==> config.mk <==
export PLATFORM = sky130hd
export DESIGN_NAME = mode7_coord_gen_flat
export DESIGN_NICKNAME = d
export VERILOG_FILES = /design/src/rtl/mode7_coord_gen_if.sv /design/src/rtl/mode7_coord_gen.sv /design/src/flat_wrapper.sv
export SDC_FILE = /design/constraint.sdc
export NUM_CORES = 1
export LEC_CHECK = 0
export BUFFER_PORTS_ARGS = -buffer_cell sky130_fd_sc_hd__buf_2
export CORE_MARGIN = 4
export CORE_UTILIZATION = 56
export CTS_CLUSTER_DIAMETER = 30
export DETAILED_ROUTE_END_ITERATION = 10
export GPL_TIMING_DRIVEN = 1
export PLACE_DENSITY = 0.92
export SYNTH_ARGS = -nofsm -noshare
export SYNTH_HDL_FRONTEND = slang
export SYNTH_SLANG_ARGS = --single-unit
==> constraint.sdc <==
create_clock -name clk -period 2.7 [get_ports clk]
set_input_delay 0.27 -clock clk [delete_from_list [all_inputs] [get_ports clk]]
set_output_delay 0.27 -clock clk [all_outputs]
set_load 0.02 [all_outputs]
==> src/rtl/mode7_coord_gen_if.sv <==
// Line-parameter and texel-address bundle between the mode7 line sequencer
// and the coordinate generator; slave is the generator side.
interface mode7_coord_gen_if #(
    parameter int INT_BITS  = 12,
    parameter int FRAC_BITS = 8
);
    logic                          line_start;
    logic [INT_BITS+FRAC_BITS-1:0] line_u0;
    logic [INT_BITS+FRAC_BITS-1:0] line_v0;
    logic [15:0]                   du_dx;
    logic [15:0]                   dv_dx;
    logic                          out_ready;
    logic                          out_valid;
    logic                          out_last;
    logic [3:0]                    texture_idx;
    logic [4:0]                    y_idx;
    logic [4:0]                    x_idx;
    logic                          busy;

    modport master (
        output line_start, line_u0, line_v0, du_dx, dv_dx, out_ready,
        input  out_valid, out_last, texture_idx, y_idx, x_idx, busy
    );

    modport slave (
        input  line_start, line_u0, line_v0, du_dx, dv_dx, out_ready,
        output out_valid, out_last, texture_idx, y_idx, x_idx, busy
    );
endinterface

==> src/rtl/mode7_coord_gen.sv <==
// Mode 7 affine texel-address generator: per scanline, steps (u,v) by a
// signed per-pixel delta and emits H_PIXELS texture ROM addresses via valid/ready.
module mode7_coord_gen #(
    parameter int H_PIXELS  = 160,
    parameter int INT_BITS  = 12,
    parameter int FRAC_BITS = 8
) (
    input  logic             clk,
    input  logic             reset,
    mode7_coord_gen_if.slave bus
);
    localparam int         ACC_W    = INT_BITS + FRAC_BITS;
    localparam logic [11:0] LAST_PIX = 12'(H_PIXELS - 1);

    typedef enum logic {IDLE, RUN} state_t;

    state_t           state, state_n;
    logic [ACC_W-1:0] u_acc, u_n;
    logic [ACC_W-1:0] v_acc, v_n;
    logic [ACC_W-1:0] du_q, du_n;
    logic [ACC_W-1:0] dv_q, dv_n;
    logic [11:0]      cnt, cnt_n;
    logic             last_q, last_n;

    always_comb begin
        state_n = state;
        u_n     = u_acc;
        v_n     = v_acc;
        du_n    = du_q;
        dv_n    = dv_q;
        cnt_n   = cnt;
        // line_start has priority, including over the last-pixel handshake
        if (bus.line_start) begin
            u_n     = bus.line_u0;
            v_n     = bus.line_v0;
            du_n    = {{(ACC_W-16){bus.du_dx[15]}}, bus.du_dx};
            dv_n    = {{(ACC_W-16){bus.dv_dx[15]}}, bus.dv_dx};
            cnt_n   = '0;
            state_n = RUN;
        end else if (state == RUN && bus.out_ready) begin
            if (cnt == LAST_PIX) begin
                state_n = IDLE;
            end else begin
                u_n   = u_acc + du_q;
                v_n   = v_acc + dv_q;
                cnt_n = cnt + 12'd1;
            end
        end
        last_n = (state_n == RUN) && (cnt_n == LAST_PIX);
    end

    always_ff @(posedge clk or posedge reset) begin
        if (reset) begin
            state  <= IDLE;
            u_acc  <= '0;
            v_acc  <= '0;
            du_q   <= '0;
            dv_q   <= '0;
            cnt    <= '0;
            last_q <= 1'b0;
        end else begin
            state  <= state_n;
            u_acc  <= u_n;
            v_acc  <= v_n;
            du_q   <= du_n;
            dv_q   <= dv_n;
            cnt    <= cnt_n;
            last_q <= last_n;
        end
    end

    assign bus.out_valid   = (state == RUN);
    assign bus.busy        = (state == RUN);
    assign bus.out_last    = last_q;
    assign bus.x_idx       = u_acc[FRAC_BITS+4:FRAC_BITS];
    assign bus.y_idx       = v_acc[FRAC_BITS+4:FRAC_BITS];
    assign bus.texture_idx = {v_acc[FRAC_BITS+6:FRAC_BITS+5], u_acc[FRAC_BITS+6:FRAC_BITS+5]};
endmodule
==> src/flat_wrapper.sv <==
// flat-port wrapper written by rule: the top's interface ports become plain ports
module mode7_coord_gen_flat 
#(
    parameter int H_PIXELS  = 160,
    parameter int INT_BITS  = 12,
    parameter int FRAC_BITS = 8
)
  (clk, reset, bus_line_start, bus_line_u0, bus_line_v0, bus_du_dx, bus_dv_dx, bus_out_ready, bus_out_valid, bus_out_last, bus_texture_idx, bus_y_idx, bus_x_idx, bus_busy);
  mode7_coord_gen_if #(.INT_BITS(INT_BITS), .FRAC_BITS(FRAC_BITS)) bus_i ();
  input  logic clk;
  input  logic reset;
  input wire logic [$bits(bus_i.line_start)-1:0] bus_line_start;
  input wire logic [$bits(bus_i.line_u0)-1:0] bus_line_u0;
  input wire logic [$bits(bus_i.line_v0)-1:0] bus_line_v0;
  input wire logic [$bits(bus_i.du_dx)-1:0] bus_du_dx;
  input wire logic [$bits(bus_i.dv_dx)-1:0] bus_dv_dx;
  input wire logic [$bits(bus_i.out_ready)-1:0] bus_out_ready;
  output wire logic [$bits(bus_i.out_valid)-1:0] bus_out_valid;
  output wire logic [$bits(bus_i.out_last)-1:0] bus_out_last;
  output wire logic [$bits(bus_i.texture_idx)-1:0] bus_texture_idx;
  output wire logic [$bits(bus_i.y_idx)-1:0] bus_y_idx;
  output wire logic [$bits(bus_i.x_idx)-1:0] bus_x_idx;
  output wire logic [$bits(bus_i.busy)-1:0] bus_busy;
  assign bus_i.line_start = bus_line_start;
  assign bus_i.line_u0 = bus_line_u0;
  assign bus_i.line_v0 = bus_line_v0;
  assign bus_i.du_dx = bus_du_dx;
  assign bus_i.dv_dx = bus_dv_dx;
  assign bus_i.out_ready = bus_out_ready;
  assign bus_out_valid = bus_i.out_valid;
  assign bus_out_last = bus_i.out_last;
  assign bus_texture_idx = bus_i.texture_idx;
  assign bus_y_idx = bus_i.y_idx;
  assign bus_x_idx = bus_i.x_idx;
  assign bus_busy = bus_i.busy;
  mode7_coord_gen #(.H_PIXELS(H_PIXELS), .INT_BITS(INT_BITS), .FRAC_BITS(FRAC_BITS)) u_core (.clk(clk), .reset(reset), .bus(bus_i));
endmodule
==> After elaboration in Yosys (flattened, before gate mapping) <==
Cells that the tools add are included.
{ "word_totals": {"ram_bits": 0, "rom_bits": 0, "elab_cells": 29, "inputBits": 76, "out_inout_bits": 17, "latch_bits": 0, "n_memories": 0, "regBits": 86} }
{ "op_classes": {"mul": 0, "n_eq_ne": 3, "order_cmp": 0, "reduce_logical": 4, "n_shift": 0, "add_sub_neg": 3, "n_div": 0, "bitwise_logic": 0, "muxes": 12} }
{ "ops": {"columns": ["op", "count"], "rows": [
  ["two-way mux 20 bit", 6],
  ["adder 20 bit", 2],
  ["two-way mux 12 bit", 3],
  ["equality test 12 x 8 -> 1 bit (second input constant)", 2],
  ["adder 12 x 1 -> 12 bit (second input constant)", 1],
  ["two-way mux 1 bit", 3],
  ["logical AND 1 bit", 2],
  ["inequality test 2 bit (second input constant)", 1],
  ["AND reduction 2 bit", 1],
  ["nonzero test 2 bit", 1]
]} }

==> Logic depth before layout (Yosys ltp) <==
{ "depth": {"ltp_word": 6, "mapped_depth": 9, "depth_no_buf": 8} }

==> Worst setup path before layout <==
Ideal clock, no wire load.
{ "synth_timing": {"kind": "reg2reg", "from": "register u_core.du_q[0]", "to": "register u_core.u_acc[12]", "n_path_buf": 0, "required_ns": 2.560, "setup_slack_ns": 0.522, "period_less_slack_ns": 2.178, "setup_ns": 0.140, "stages_incl_launch_ff": 9, "arrival_ns": 2.038, "path_cell_list": "dfrtp_1 > ha_1 > fa_1 > a211oi_1 > o21ai_0 > a21oi_1 > o21ai_0 > xnor2_1 > o221ai_1"} }
{ "synth_between": {"elab_chain_len": 4} }
{ "synth_rtl": {"columns": ["element", "line", "text"], "rows": [
  ["from (decl)", "mode7_coord_gen.sv:20", "logic [ACC_W-1:0] du_q, du_n;"],
  ["from (signal assigned)", "mode7_coord_gen.sv:65", "du_q <= du_n;"],
  ["adder 20 bit", "mode7_coord_gen.sv:44", "u_n = u_acc + du_q;"],
  ["two-way mux 20 bit", "mode7_coord_gen.sv:41", "if (cnt == LAST_PIX) begin"],
  ["two-way mux 20 bit", "mode7_coord_gen.sv:40", "end else if (state == RUN && bus.out_ready) begin"],
  ["two-way mux 20 bit", "mode7_coord_gen.sv:33", "if (bus.line_start) begin"],
  ["to (signal assigned)", "mode7_coord_gen.sv:63", "u_acc <= u_n;"],
  ["to (decl)", "mode7_coord_gen.sv:18", "logic [ACC_W-1:0] u_acc, u_n;"]
]} }
No other way between the ends. The select of a mux whose other input is x is not followed.
A chain may end at the register's enable or synchronous reset.

==> Final worst setup path <==
Ends and elaborated chain as after synthesis.

==> results_dict.tcl <==
set metrics [dict create \
    endpoint_kind "flip-flop" \
    rr_worst_depth 8 \
    rows 33 \
    grt_use_total_pct 22.8 \
    mostFrequentLayoutCell "buf_2" \
    pwr-share-clk_pct 22.7 \
    cts-root-buf "clkbuf_8" \
    cp_cell_sequence "ha_1 -> fa_1 -> a211oi_2 -> o21ai_0 -> a21oi_1 -> o21ai_0 -> xnor2_1 -> o221ai_1" \
    fmaxAchievable_ghz 0.404 \
    synth-async-reset-ratio_pct 100 \
    avgSynthCellArea_um2 9.59 \
    die_h_um 100 \
    start_util_pct 57.7 \
    p_seq_share_pct 39.4 \
    port_buffers 80 \
    routabilityCongestion 0.891 \
    synth_top_flop_cell "dfrtp_1" \
    powerDensity_mw_per_mm2 640 \
    critPathSlowestCell "fa_1" \
    htreeDepth 3 \
    drv_cap 0 \
    via_per_inst 6.00 \
    hp-class "in2async" \
    synth_edf_count 0 \
    synth_seq_cells 74 \
    rsz0062_at_grt "false" \
    finalNetCount 667 \
    postCtsSetupRepairBufs 0 \
    overflow 0 \
    clk_pin_slew_worst_paths_ns 0.08 \
    drt_iter0_markers 146 \
    coreArea_mm2 0.00826 \
    critical_path_depth 8 \
    crit_start "u_core.du_q[0]" \
    finClkSkew_ns 0.00515 \
    layout_common_cells "buf_2, dfrtp_1, nand2_1, o21ai_0, a21oi_1" \
    ys_warn_count 0 \
    tns_ns 0 \
    numCtsBuffers 9 \
    slowest_delay_ns 0.45 \
    timing.final.hold_violations 0 \
    syn-num-nets 604 \
    min_period_ns 2.47 \
    area_growth_syn_to_layout_pct 12.4 \
    drc 0 \
    cts_buffer_depth 2 \
    finalSetupViolations 0 \
    p_int_mw 2.20 \
    dieWidth_um 100 \
    critPathArrivalTime_ns 2.67 \
    worstMarginPinSlew_ns 0.849 \
    path_class "reg2reg" \
    grt_pass1_wl_um 18600 \
    pwr-share-comb_pct 37.9 \
    run_status "complete, no violations" \
    switchingPower_mw 1.23 \
    netlist_area_mm2 0.00477 \
    grt_antenna_before_repair 0 \
    path_max_fanout 3 \
    final_max_slew_viol_count 0 \
    firstDrtPassIters 4 \
    ys_types 52 \
    synth_seq_area_share_pct 38.8 \
    crit_top_cell "o21ai_0" \
    grt_pass1_vias 4059 \
    path_buf_inv 0 \
    nFillCells 676 \
    dp.cells 654 \
    fin_cells 669 \
    cts.sinks 74 \
    crit_family "compound AO/OA/AOI/OAI gates" \
    cts_tree "built" \
    required_ns 2.90 \
    antennaDiodeCount 0 \
    wire_per_inst_um 16.2 \
    slew_headroom_pct 43.4 \
    vias 4011 \
    synthCells 497 \
    drive_gt1_share_pct 25.5 \
    routed_wl_um 10800 \
    clk_latency_ns 0.35 \
    critPathLaunchType "flip-flop" \
    power.leakage_nw 2.41 \
    dpl.hpwl_um 7880 \
    swShare_pct 35.9 \
    dieArea_mm2 0.0101 \
    grt_max_degree 87 \
    ir_drop_mv 0.384 \
    ios 93 \
    ant_nets 0 \
    period_share_pct 91.6 \
    r2r_start "u_core.du_q[0]" \
]
[logic make-up (layout without fill, tap and decap cells)]
family | Yosys count | count (layout) | share of synthesized area (%)
compound gates | 135 | 135 | 17.6
fa+ha+maj | 31 | 31 | 8.45
mux | 45 | 45 | 10.3
simple gates | 153 | 153 | 16.5
buf+inv | 38 | 105 | 4.54
flops | 74 | 74 | 38.8
xor+xnor | 21 | 21 | 3.86
[per-stage QoR]
| stage | util (%) | area, um^2 | hold WS [ns] | total power [mW] | setup WS [ns] |
|---|---|---|---|---|---|
| 4_1_cts | 64.8 | 5350 | 0.0204 | 3.43 | 0.0828 |
| 3_3_place_gp | 62.7 | 5180 | 0.389 | 2.59 | 0.282 |
| 6_report | 64.9 | 5360 | 0.00383 | 3.43 | 0.226 |
| 2_1_floorplan | - | 4770 | 0.391 | 2.39 | 0.522 |
| 3_5_place_dp | 62.7 | 5180 | 0.403 | 2.64 | 0.133 |
| 5_1_grt | 64.9 | 5360 | 0.0583 | 3.68 | 0.0600 |
[Yosys cell counts, types with 3 or more instances]
cell | number | share of area, %
clkbuf_1 | 12 | 0.94
or3_1 | 6 | 0.79
dfrtp_1 | 74 | 39
mux2_2 | 31 | 7.3
nand4_1 | 5 | 0.66
nor2b_1 | 3 | 0.39
nand3_1 | 10 | 1.0
o31ai_1 | 3 | 0.47
or4_1 | 4 | 0.63
o21bai_1 | 4 | 0.63
xnor2_1 | 15 | 2.8
o211ai_1 | 3 | 0.47
nand2_1 | 46 | 3.6
a31oi_1 | 4 | 0.52
nor3_1 | 15 | 1.6
nor3b_1 | 14 | 2.2
ha_1 | 29 | 7.6
nor2_1 | 31 | 2.4
mux2i_1 | 14 | 2.9
a211oi_1 | 10 | 1.6
nand3b_1 | 3 | 0.47
and3_1 | 3 | 0.39
xor2_1 | 6 | 1.1
o21a_1 | 7 | 1.1
a21oi_1 | 36 | 3.8
a21o_1 | 13 | 2.0
o21ai_0 | 42 | 4.4
buf_2 | 5 | 0.52
buf_4 | 16 | 2.5
[area by class of cell]
cell class,count,area [um^2],share of cell area (%)
flip-flops and latches,74,1850,34.5
repair buffers,88,475,8.87
well taps,105,131,2.45
multi-input cells,385,2720,50.8
clock inverters,3,15.0,0.280
inverters,2,7.51,0.140
clock buffers,12,155,2.89
[power by group through the flow]
stage	logic [mW]	registers, mW	clock network, mW
2_1_floorplan	1.05	1.34	0
3_3_place_gp	1.22	1.36	0
3_5_place_dp	1.27	1.37	0
4_1_cts	1.29	1.35	0.794
5_1_grt	1.47	1.37	0.840
6_report	1.30	1.35	0.780
[registers in the layout (all words and copies together), names as in the netlist]
name / flops
u_core.dv_q: 15
u_core.v_acc: 15
u_core.bus.out_last: 1
u_core.cnt: 12
u_core.u_acc: 15
u_core.bus.busy: 1
u_core.du_q: 15
[routing by layer]
metal  share of wire, %  wire, um  GRT usage, %
met1                 44      4790          30.4
met3                5.2       566          4.79
met2                 47      5130          36.2
met5                  0         0             0
met4                2.9       317          9.33
[final timing paths]
| check | slack (ns) | to |
|---|---|---|
| max reg2reg | 0.23 | u_core.u_acc[12] |
| max in group asynchronous | 2.03 | u_core.u_acc[3] |
| min reg2reg | 0.52 | u_core.dv_q[8] |
| min | 0.004 | u_core.cnt[6] |
| min in group clk | 0.12 | u_core.u_acc[2] |
| max | 0.23 | u_core.u_acc[12] |
[what timing repair did]
action | in CTS | in global routing
setup endpoints to repair | 0 | 4
hold endpoints to repair | 0 | 0
gates resized for setup | 0 | 2
hold buffers | 0 | 0
No activity file was read; power rests on OpenSTA's default activity.
